`src/rtl/rvx_bus_pkg.sv`:
```
// rvx data-bus mux shared definitions.
// FSM encoding, unmapped read data, index-width helper.
package rvx_bus_pkg;

  typedef enum logic [2:0] {
    ST_IDLE,
    ST_READ_PENDING,
    ST_WRITE_PENDING,
    ST_UNMAPPED_READ,
    ST_UNMAPPED_WRITE
  } bus_state_e;

  localparam logic [31:0] UNMAPPED_RDATA = 32'h0;

  // ceil(log2(n)), but never below one bit
  function automatic int clog2_min1(input int n);
    int w;
    w = 1;
    while ((1 << w) < n) w++;
    return w;
  endfunction

endpackage

```
`src/rtl/rvx_bus_mux_if.sv`:
```
// rvx data-bus mux bundle: core-side manager
// signals plus the per-subordinate device signals.
interface rvx_bus_mux_if #(
  parameter int NUM_DEVICES = 2
);

  logic [31:0]              manager_address;
  logic                     manager_rrequest;
  logic                     manager_wrequest;
  logic [31:0]              manager_wdata;
  logic [3:0]               manager_wstrobe;
  logic [31:0]              manager_rdata;
  logic                     manager_rresponse;
  logic                     manager_wresponse;

  logic [31:0]              device_address;
  logic [31:0]              device_wdata;
  logic [3:0]               device_wstrobe;
  logic [NUM_DEVICES-1:0]   device_rrequest;
  logic [NUM_DEVICES-1:0]   device_wrequest;
  logic [32*NUM_DEVICES-1:0] device_rdata;
  logic [NUM_DEVICES-1:0]   device_rresponse;
  logic [NUM_DEVICES-1:0]   device_wresponse;

  modport master (
    output manager_address, manager_rrequest,
    output manager_wrequest, manager_wdata,
    output manager_wstrobe,
    input  manager_rdata, manager_rresponse,
    input  manager_wresponse,
    input  device_address, device_wdata,
    input  device_wstrobe,
    input  device_rrequest, device_wrequest,
    output device_rdata, device_rresponse,
    output device_wresponse
  );

  modport slave (
    input  manager_address, manager_rrequest,
    input  manager_wrequest, manager_wdata,
    input  manager_wstrobe,
    output manager_rdata, manager_rresponse,
    output manager_wresponse,
    output device_address, device_wdata,
    output device_wstrobe,
    output device_rrequest, device_wrequest,
    input  device_rdata, device_rresponse,
    input  device_wresponse
  );

endinterface

```
`src/rtl/rvx_bus_address_decoder.sv`:
```
// rvx data-bus address decoder (combinational).
// Lowest-index region wins when regions overlap.
module rvx_bus_address_decoder
  import rvx_bus_pkg::*;
#(
  parameter int NUM_DEVICES = 2,
  parameter logic [32*NUM_DEVICES-1:0] DEVICE_START_ADDRESS =
    {32'h8000_0000, 32'h0000_0000},
  parameter logic [32*NUM_DEVICES-1:0] DEVICE_REGION_SIZE =
    {32'h0000_1000, 32'h0020_0000},
  localparam int SW = clog2_min1(NUM_DEVICES)
) (
  input  logic [31:0]            address,
  output logic [NUM_DEVICES-1:0] hit_sel,
  output logic [SW-1:0]          hit_index,
  output logic                   unmapped
);

  logic [NUM_DEVICES-1:0] hit;

  // wrap-safe region check: offset from base below size
  always_comb begin
    hit = '0;
    for (int i = 0; i < NUM_DEVICES; i++) begin
      hit[i] = (address - DEVICE_START_ADDRESS[32*i +: 32])
             < DEVICE_REGION_SIZE[32*i +: 32];
    end
  end

  // priority pick, scanning down so index 0 lands last
  always_comb begin
    hit_sel   = '0;
    hit_index = '0;
    for (int i = NUM_DEVICES - 1; i >= 0; i--) begin
      if (hit[i]) begin
        hit_sel    = '0;
        hit_sel[i] = 1'b1;
        hit_index  = SW'(i);
      end
    end
  end

  assign unmapped = ~|hit;

endmodule

```
`src/rtl/rvx_bus_mux.sv`:
```
// rvx data-bus mux: one manager to NUM_DEVICES
// subordinates, selection held until response.
module rvx_bus_mux
  import rvx_bus_pkg::*;
#(
  parameter int NUM_DEVICES = 2,
  parameter logic [32*NUM_DEVICES-1:0] DEVICE_START_ADDRESS =
    {32'h8000_0000, 32'h0000_0000},
  parameter logic [32*NUM_DEVICES-1:0] DEVICE_REGION_SIZE =
    {32'h0000_1000, 32'h0020_0000}
) (
  input logic          clock,
  input logic          reset_n,
  rvx_bus_mux_if.slave bus
);

  localparam int SW = clog2_min1(NUM_DEVICES);

  bus_state_e state_q, state_d;
  logic [SW-1:0] sel_q, sel_d;

  logic [NUM_DEVICES-1:0] hit_sel;
  logic [SW-1:0]          hit_index;
  logic                   unmapped;
  logic                   completing;
  logic                   accept;
  logic                   wr_go;
  logic                   rd_go;

  rvx_bus_address_decoder #(
    .NUM_DEVICES         (NUM_DEVICES),
    .DEVICE_START_ADDRESS(DEVICE_START_ADDRESS),
    .DEVICE_REGION_SIZE  (DEVICE_REGION_SIZE)
  ) u_decoder (
    .address  (bus.manager_address),
    .hit_sel  (hit_sel),
    .hit_index(hit_index),
    .unmapped (unmapped)
  );

  // pending transaction finishes this cycle
  always_comb begin
    completing = 1'b0;
    unique case (state_q)
      ST_READ_PENDING:
        completing = bus.device_rresponse[sel_q];
      ST_WRITE_PENDING:
        completing = bus.device_wresponse[sel_q];
      ST_UNMAPPED_READ,
      ST_UNMAPPED_WRITE:
        completing = 1'b1;
      default:
        completing = 1'b0;
    endcase
  end

  // write wins over an illegal simultaneous read
  assign accept = (state_q == ST_IDLE) | completing;
  assign wr_go  = accept & bus.manager_wrequest;
  assign rd_go  = accept & bus.manager_rrequest
                & ~bus.manager_wrequest;

  assign bus.device_address  = bus.manager_address;
  assign bus.device_wdata    = bus.manager_wdata;
  assign bus.device_wstrobe  = bus.manager_wstrobe;
  assign bus.device_rrequest = rd_go ? hit_sel : '0;
  assign bus.device_wrequest = wr_go ? hit_sel : '0;

  // route the selected subordinate's response back
  always_comb begin
    bus.manager_rresponse = 1'b0;
    bus.manager_wresponse = 1'b0;
    bus.manager_rdata     = '0;
    unique case (state_q)
      ST_READ_PENDING: begin
        bus.manager_rresponse = completing;
        if (completing)
          bus.manager_rdata =
            bus.device_rdata[int'(sel_q)*32 +: 32];
      end
      ST_WRITE_PENDING:
        bus.manager_wresponse = completing;
      ST_UNMAPPED_READ: begin
        bus.manager_rresponse = 1'b1;
        bus.manager_rdata     = UNMAPPED_RDATA;
      end
      ST_UNMAPPED_WRITE:
        bus.manager_wresponse = 1'b1;
      default: ;
    endcase
  end

  // next state: complete, then maybe accept back-to-back
  always_comb begin
    state_d = state_q;
    sel_d   = sel_q;
    if (completing) state_d = ST_IDLE;
    if (wr_go) begin
      state_d = unmapped ? ST_UNMAPPED_WRITE
                         : ST_WRITE_PENDING;
      sel_d   = hit_index;
    end else if (rd_go) begin
      state_d = unmapped ? ST_UNMAPPED_READ
                         : ST_READ_PENDING;
      sel_d   = hit_index;
    end
  end

  // state and held selection
  always_ff @(posedge clock or negedge reset_n) begin
    if (!reset_n) begin
      state_q <= ST_IDLE;
      sel_q   <= '0;
    end else begin
      state_q <= state_d;
      sel_q   <= sel_d;
    end
  end

endmodule

```
`src/flat_wrapper.sv`:
```
// flat-port wrapper written by rule: the top's interface ports become plain ports
module rvx_bus_mux_flat import rvx_bus_pkg::*;
#(
  parameter int NUM_DEVICES = 2,
  parameter logic [32*NUM_DEVICES-1:0] DEVICE_START_ADDRESS =
    {32'h8000_0000, 32'h0000_0000},
  parameter logic [32*NUM_DEVICES-1:0] DEVICE_REGION_SIZE =
    {32'h0000_1000, 32'h0020_0000}
)
  (clock, reset_n, bus_manager_address, bus_manager_rrequest, bus_manager_wrequest, bus_manager_wdata, bus_manager_wstrobe, bus_manager_rdata, bus_manager_rresponse, bus_manager_wresponse, bus_device_address, bus_device_wdata, bus_device_wstrobe, bus_device_rrequest, bus_device_wrequest, bus_device_rdata, bus_device_rresponse, bus_device_wresponse);
  rvx_bus_mux_if #(.NUM_DEVICES(NUM_DEVICES)) bus_i ();
  input logic clock;
  input logic reset_n;
  input wire logic [$bits(bus_i.manager_address)-1:0] bus_manager_address;
  input wire logic [$bits(bus_i.manager_rrequest)-1:0] bus_manager_rrequest;
  input wire logic [$bits(bus_i.manager_wrequest)-1:0] bus_manager_wrequest;
  input wire logic [$bits(bus_i.manager_wdata)-1:0] bus_manager_wdata;
  input wire logic [$bits(bus_i.manager_wstrobe)-1:0] bus_manager_wstrobe;
  output wire logic [$bits(bus_i.manager_rdata)-1:0] bus_manager_rdata;
  output wire logic [$bits(bus_i.manager_rresponse)-1:0] bus_manager_rresponse;
  output wire logic [$bits(bus_i.manager_wresponse)-1:0] bus_manager_wresponse;
  output wire logic [$bits(bus_i.device_address)-1:0] bus_device_address;
  output wire logic [$bits(bus_i.device_wdata)-1:0] bus_device_wdata;
  output wire logic [$bits(bus_i.device_wstrobe)-1:0] bus_device_wstrobe;
  output wire logic [$bits(bus_i.device_rrequest)-1:0] bus_device_rrequest;
  output wire logic [$bits(bus_i.device_wrequest)-1:0] bus_device_wrequest;
  input wire logic [$bits(bus_i.device_rdata)-1:0] bus_device_rdata;
  input wire logic [$bits(bus_i.device_rresponse)-1:0] bus_device_rresponse;
  input wire logic [$bits(bus_i.device_wresponse)-1:0] bus_device_wresponse;
  assign bus_i.manager_address = bus_manager_address;
  assign bus_i.manager_rrequest = bus_manager_rrequest;
  assign bus_i.manager_wrequest = bus_manager_wrequest;
  assign bus_i.manager_wdata = bus_manager_wdata;
  assign bus_i.manager_wstrobe = bus_manager_wstrobe;
  assign bus_manager_rdata = bus_i.manager_rdata;
  assign bus_manager_rresponse = bus_i.manager_rresponse;
  assign bus_manager_wresponse = bus_i.manager_wresponse;
  assign bus_device_address = bus_i.device_address;
  assign bus_device_wdata = bus_i.device_wdata;
  assign bus_device_wstrobe = bus_i.device_wstrobe;
  assign bus_device_rrequest = bus_i.device_rrequest;
  assign bus_device_wrequest = bus_i.device_wrequest;
  assign bus_i.device_rdata = bus_device_rdata;
  assign bus_i.device_rresponse = bus_device_rresponse;
  assign bus_i.device_wresponse = bus_device_wresponse;
  rvx_bus_mux #(.NUM_DEVICES(NUM_DEVICES), .DEVICE_START_ADDRESS(DEVICE_START_ADDRESS), .DEVICE_REGION_SIZE(DEVICE_REGION_SIZE)) u_core (.clock(clock), .reset_n(reset_n), .bus(bus_i));
endmodule
```
`config.mk`:
```
export PLATFORM = sky130hd
export DESIGN_NAME = rvx_bus_mux_flat
export DESIGN_NICKNAME = d
export VERILOG_FILES = /design/src/rtl/rvx_bus_pkg.sv /design/src/rtl/rvx_bus_mux_if.sv /design/src/rtl/rvx_bus_address_decoder.sv /design/src/rtl/rvx_bus_mux.sv /design/src/flat_wrapper.sv
export SDC_FILE = /design/constraint.sdc
export NUM_CORES = 1
export LEC_CHECK = 0
export CORE_AREA = 2 2 95 97
export DETAILED_ROUTE_END_ITERATION = 8
export DIE_AREA = 0 0 97 99
export GPL_ROUTABILITY_DRIVEN = 0
export PLACE_DENSITY_LB_ADDON = 0.12
export SLEW_MARGIN = 25
export SYNTH_ARGS = -nofsm -noshare
export SYNTH_HDL_FRONTEND = slang
export SYNTH_SLANG_ARGS = --single-unit
```
`constraint.sdc`:
```
create_clock -name clock -period 1.7 [get_ports clock]
set_input_delay 0.255 -clock clock [delete_from_list [all_inputs] [get_ports clock]]
set_output_delay 0.255 -clock clock [all_outputs]
set_load 0.05 [all_outputs]
```
Word-level counts from Yosys, hierarchy flattened --
Cells that the tools add are included. W data, S select, Z words.
Storage, ports and cells: register bits after elaboration 4, output and inout bits 106, word-level logic and storage cells 43
Operators by class: $add $sub $neg 1, magnitude comparators 3, equality and inequality tests 4, shift-type cells 1, muxes and demuxes 22, bitwise operators 5, reductions and logical operators 5
Operator list (count):
- $mux W32 | 2
- $shiftx A64 B7 Y32 | 1
- $lt A32 B13 Y1 const B | 1
- $lt A32 B22 Y1 const B | 1
- $sub A32 B32 Y32 const B | 1
- $mux W3 | 4
- $mux W2 | 5
- $mux W1 | 8
- $eq A3 B2 Y1 const B | 2
- $pmux W1 S2 | 2
- $reduce_or A2 Y1 | 2
- $and A1 B1 Y1 | 3
- $eq A3 B1 Y1 const B | 1
- $eq A3 B3 Y1 const B | 1
- $logic_not A3 Y1 | 1
- $pmux W1 S3 | 1
- $reduce_bool A3 Y1 | 1
- $lt A1 B2 Y1 const B | 1
- $reduce_bool A2 Y1 | 1
- $not A1 Y1 | 1
- $or A1 B1 Y1 | 1

Logic depth before layout (Yosys ltp) --
depth in word-level cells 8, depth in mapped cells 6, gate-level depth less buffers 4

Cells and area by module --
A second synthesis with hierarchy kept.
Unflattened totals: cell total of the unflattened synthesis 190, area total of the unflattened synthesis 1655.3 um2
By module, submodules not included:
- rvx_bus_mux | times used 1, cells an instance 178, area an instance 1581.5 um2, sequential area each 100.1 um2
- rvx_bus_address_decoder | times used 1, cells an instance 12, area an instance 73.8 um2, sequential area each 0.0 um2

Least setup slack after synthesis --
OpenSTA, ideal clock, no wires.
path type register to output, from reg u_core.sel_q, to out bus_device_rrequest[0], data arrival time 2.107 ns, required time 1.445 ns, setup slack -0.662 ns, stages on the path, launching flop included 6, cells stage by stage dfrtp_1 buf_6 mux2i_1 o2bb2a_4 nand4b_1 nor3_1
Between the ends: word-level cells in the longest chain between the ends 7, elaborated cells on any way between the ends 9, classes of those cells 6 x mux; 3 x bitwise
Ends and longest elaborated chain:
- from (decl) | line rvx_bus_mux.sv:20 | logic [SW-1:0] sel_q, sel_d;
- from (signal assigned) | line rvx_bus_mux.sv:116 | sel_q <= sel_d;
- $mux W1 (on tied branches) (2 in a row) | line rvx_bus_mux.sv:48, rvx_bus_mux.sv:46
- $pmux W1 S3 * | line rvx_bus_mux.sv:44 | unique case (state_q)
- $or A1 B1 Y1 * | line rvx_bus_mux.sv:58 | assign accept = (state_q == ST_IDLE) | completing;
- $and A1 B1 Y1 * | line rvx_bus_mux.sv:60 | assign rd_go = accept & bus.manager_rrequest
- $and A1 B1 Y1 * | line rvx_bus_mux.sv:61 | & ~bus.manager_wrequest;
- $mux W2 * | line rvx_bus_mux.sv:66 | assign bus.device_rrequest = rd_go ? hit_sel : '0;
- to (decl) | line flat_wrapper.sv:25 | output wire logic [$bits(bus_i.device_rrequest)-1:0] bus_device_rrequest;
Every way passes the cells marked *; elsewhere a longest branch is shown, timed or not. The select of a mux whose other input is x is not followed.

Worst setup path after layout --
from reg u_core.sel_q, to out bus_manager_rdata[31]
Between the ends: word-level cells in the longest chain between the ends 5, elaborated cells on any way between the ends 8, classes of those cells 1 x shift; 7 x mux
Ends and longest elaborated chain:
- parallel branches: the longest is 3 deep, another holds $shiftx A64 B7 Y32
- $mux W32 * | line rvx_bus_mux.sv:77 | if (completing)
- $mux W32 * | line rvx_bus_mux.sv:74 | unique case (state_q)
- to (decl) | line flat_wrapper.sv:19 | output wire logic [$bits(bus_i.manager_rdata)-1:0] bus_manager_rdata;
Every way passes the cells marked *. The select of a mux whose other input is x is not followed.

==> results.md <==
- Status: complete, but fails checks
- Failing checks: negative setup slack
- Vias per cell: 4.01
- Async SR Flop Fraction: 100%
- CP required: 1440 ps
- Later-pin clock latency in the skew report: 220 ps
- Die span in x: 97 µm
- Diode count: 0
- Post-Syn Nets: 325
- CTS tree: built
- Final wirelength: 5.26 mm
- Total power: 2.17 mW
- IO Pins: 246
- Syn Std Cell Area: 1650 µm²
- Nets: 442
- Slowest cell on the critical path: dfrtp_2
- Final Critical Period: 1960 ps
- Wire per inst: 12.9 µm
- CP bufs+invs: 2
- Setup CP Type: reg2out
- CTS Root Cell: clkbuf_8
- Drt drc: 0
- GRT overflow: 0
- Multi-input gate area: 1070 µm²
- Synth top area share: 31.0%
- Initial antenna violation count: 0
- Drt first pass iters: 3
- Leakage: 1.35 nW
- Post-DRT Antenna Nets: 0
- Register area share after synthesis: 6.08%
- Layout cell share with drive strength beyond 1: 53.8%
- CTS hold repair buffers: 0
- Final worst slack: -256 ps
- Startpoint types: flip-flop
- Fmax: 511 MHz
- Die area: 9600 µm²
- DP HPWL: 4.35 mm
- # setup viols final: 38
- Max Cap Viol: 0
- Synth cell types: 27
- Hold Crit Class: in2async
- Synth top cells by count: buf_4, mux2i_1, nor2_4, nor2_1, dfrtp_1
- Switching Fraction: 47.5%
- Core ar.: 8550 µm²
- CP Max Fanout: 17
- Total CTS buffers: 3
- Mapped Cells: 185
- Largest net degree at the start of global routing: 21
- Fillers: 851
- Final Hold Vio Count: 0
- Worst path max stage delay: 430 ps
- Top delay family on crit path: simple AND/OR/NAND/NOR gates
- Combinational power share: 82.2%
- Sequential power share: 8.1%
- Post-synth EDFFs: 0
- Mean Syn Cell Area: 8.89 µm²
- Clk pwr share: 9.7%
- Height of the chip: 99 µm
- CTS clk-pin slew, worst paths: 30 ps
- Worst vdd ir: 0.000237 V
- Final core occ: 40.7%
- Starting Density: 19.2%
- Tcrit/Tclk final: 115%
- Crit path capture type: output port
- Row count: 34
- Clock sink total: 4
- Vias in the first global route: 1657
- Relative slew slack: 80.1%
- GRT Overall Usage: 10.3%
- I/O Buffers: 149
- Slew Limit Fails: 0
- Number of synthesized register bits: 4
- Worst Tran Pin Value: 290 ps
- Main flop type after synthesis: dfrtp_1
- Synth Warn #: 0
- Clock Path Buffers: 2
- First-pass GRT wire length: 8.27 mm
- Leading area contributor after synthesis: buf_4
- Layout area overhead: 111%
- Vias: 1641
- Pre-CTS setup slack: -452 ps
- Iter 0 DRT Violations: 20
- Worst Path Arrival: 1700 ps
- Htree depth: 1
- CP cell instances: mux2i_2, or3_4, buf_12, nor2_2, buf_6
- Most frequent cell after synthesis: buf_4
- Switch Pwr: 1.03 mW
- Power density cells: 625 nW/µm²
- Unrepaired setup endpoints after global routing: yes
- Clock Skew: 3.28 ps
- Synth area leaders: buf_4, mux2i_1, nor2_4
- Reg area: 101 µm²
- Internal power: 1.14 mW
## timing repair
action | CTS | global route
gates cloned | 0 | 0
pin swaps | 11 | 6
gates resized for setup | 70 | 31
setup buffers | 8 | 1
endpoints found under the setup margin | 39 | 40
## cell usage in the layout (no fill, tap or decap), drive strengths merged, types with 4 or more instances in the layout
cell type       n
dfrtp           4
nor2           40
buf            98
dlygate4sd2    11
mux2i          34
clkdlybuf4s50  72
clkbuf          8
o21ai           4
## metrics by stage
stage	std cells	cell area [µm²]	hold WS, ps	TNS [ps]
5_1_grt	409	3480	256	-9920
6_report	409	3480	237	-7660
3_5_place_dp	396	3130	474	-11190
3_3_place_gp	396	3130	473	-10460
4_1_cts	408	3390	242	-8130
2_1_floorplan	185	1690	-40.6	-2680
## final cells by class
class	instances	share of cell area, %
well taps	108	3.88
clock buffers	4	1.29
multi-input cells	103	30.7
inverters	2	0.216
flip-flops and latches	4	2.91
repair buffers	188	61.0
## worst register-to-register path: cells and delay by family (launching register included)
kind                   cells  cell delay (ps)
buffers and inverters      3              430
flip-flops                 1              430
AO/OA/AOI/OAI              2              370
AND/OR/NAND/NOR            1              240
multiplexers               1              180
## per-layer routing
| metal | global-route usage (%) | part of all wire [%] | wire, µm | vias up |
|---|---|---|---|---|
| li1 | - | - | - | 780 |
| met1 | 12.6 | 38 | 2010 | 728 |
| met2 | 17.1 | 50 | 2610 | 121 |
| met3 | 3.40 | 11 | 572 | 12 |
| met4 | 3.68 | 1.5 | 78 | 0 |
| met5 | 0 | 0 | 0 | - |
## path summary, 6_finish.rpt
kind	slack (ps)	depth (start not counted)	from	end
hold reg to reg	650	2	u_core.state_q[0]	u_core.state_q[0]
setup / recovery	-260	5	u_core.sel_q	bus_manager_rdata[31]
hold / removal	240	1	reset_n	u_core.state_q[2]
min in group clock	510	0	bus_manager_address[3]	bus_device_address[3]
max in group asynchronous	1290	1	reset_n	u_core.sel_q
setup reg to reg	-40	7	u_core.sel_q	u_core.state_q[1]
## sequential cells by signal, summed over array words and instances, names as in the netlist
name	flops
u_core.sel_q	1
u_core.state_q	3
## cells by family (layout without fill, tap and decap cells)
kind of cell	after synthesis	count (layout)	synth area share, %
flip-flops	4	4	6.08
buffers and inverters	78	194	37.2
multiplexers	36	36	22.3
AND/OR/NAND/NOR	59	59	30.7
AO/OA/AOI/OAI	8	8	3.73
## power groups by stage
| stage | combinational, mW | sequential [mW] | clock (mW) |
|---|---|---|---|
| finish | 1.79 | 0.176 | 0.211 |
| global route | 1.87 | 0.183 | 0.225 |
| CTS | 1.74 | 0.174 | 0.218 |
| detailed placement | 1.59 | 0.175 | 0 |
| global placement | 1.59 | 0.175 | 0 |
| floorplan | 1.25 | 0.171 | 0 |
No activity file was read; power rests on OpenSTA's default activity.
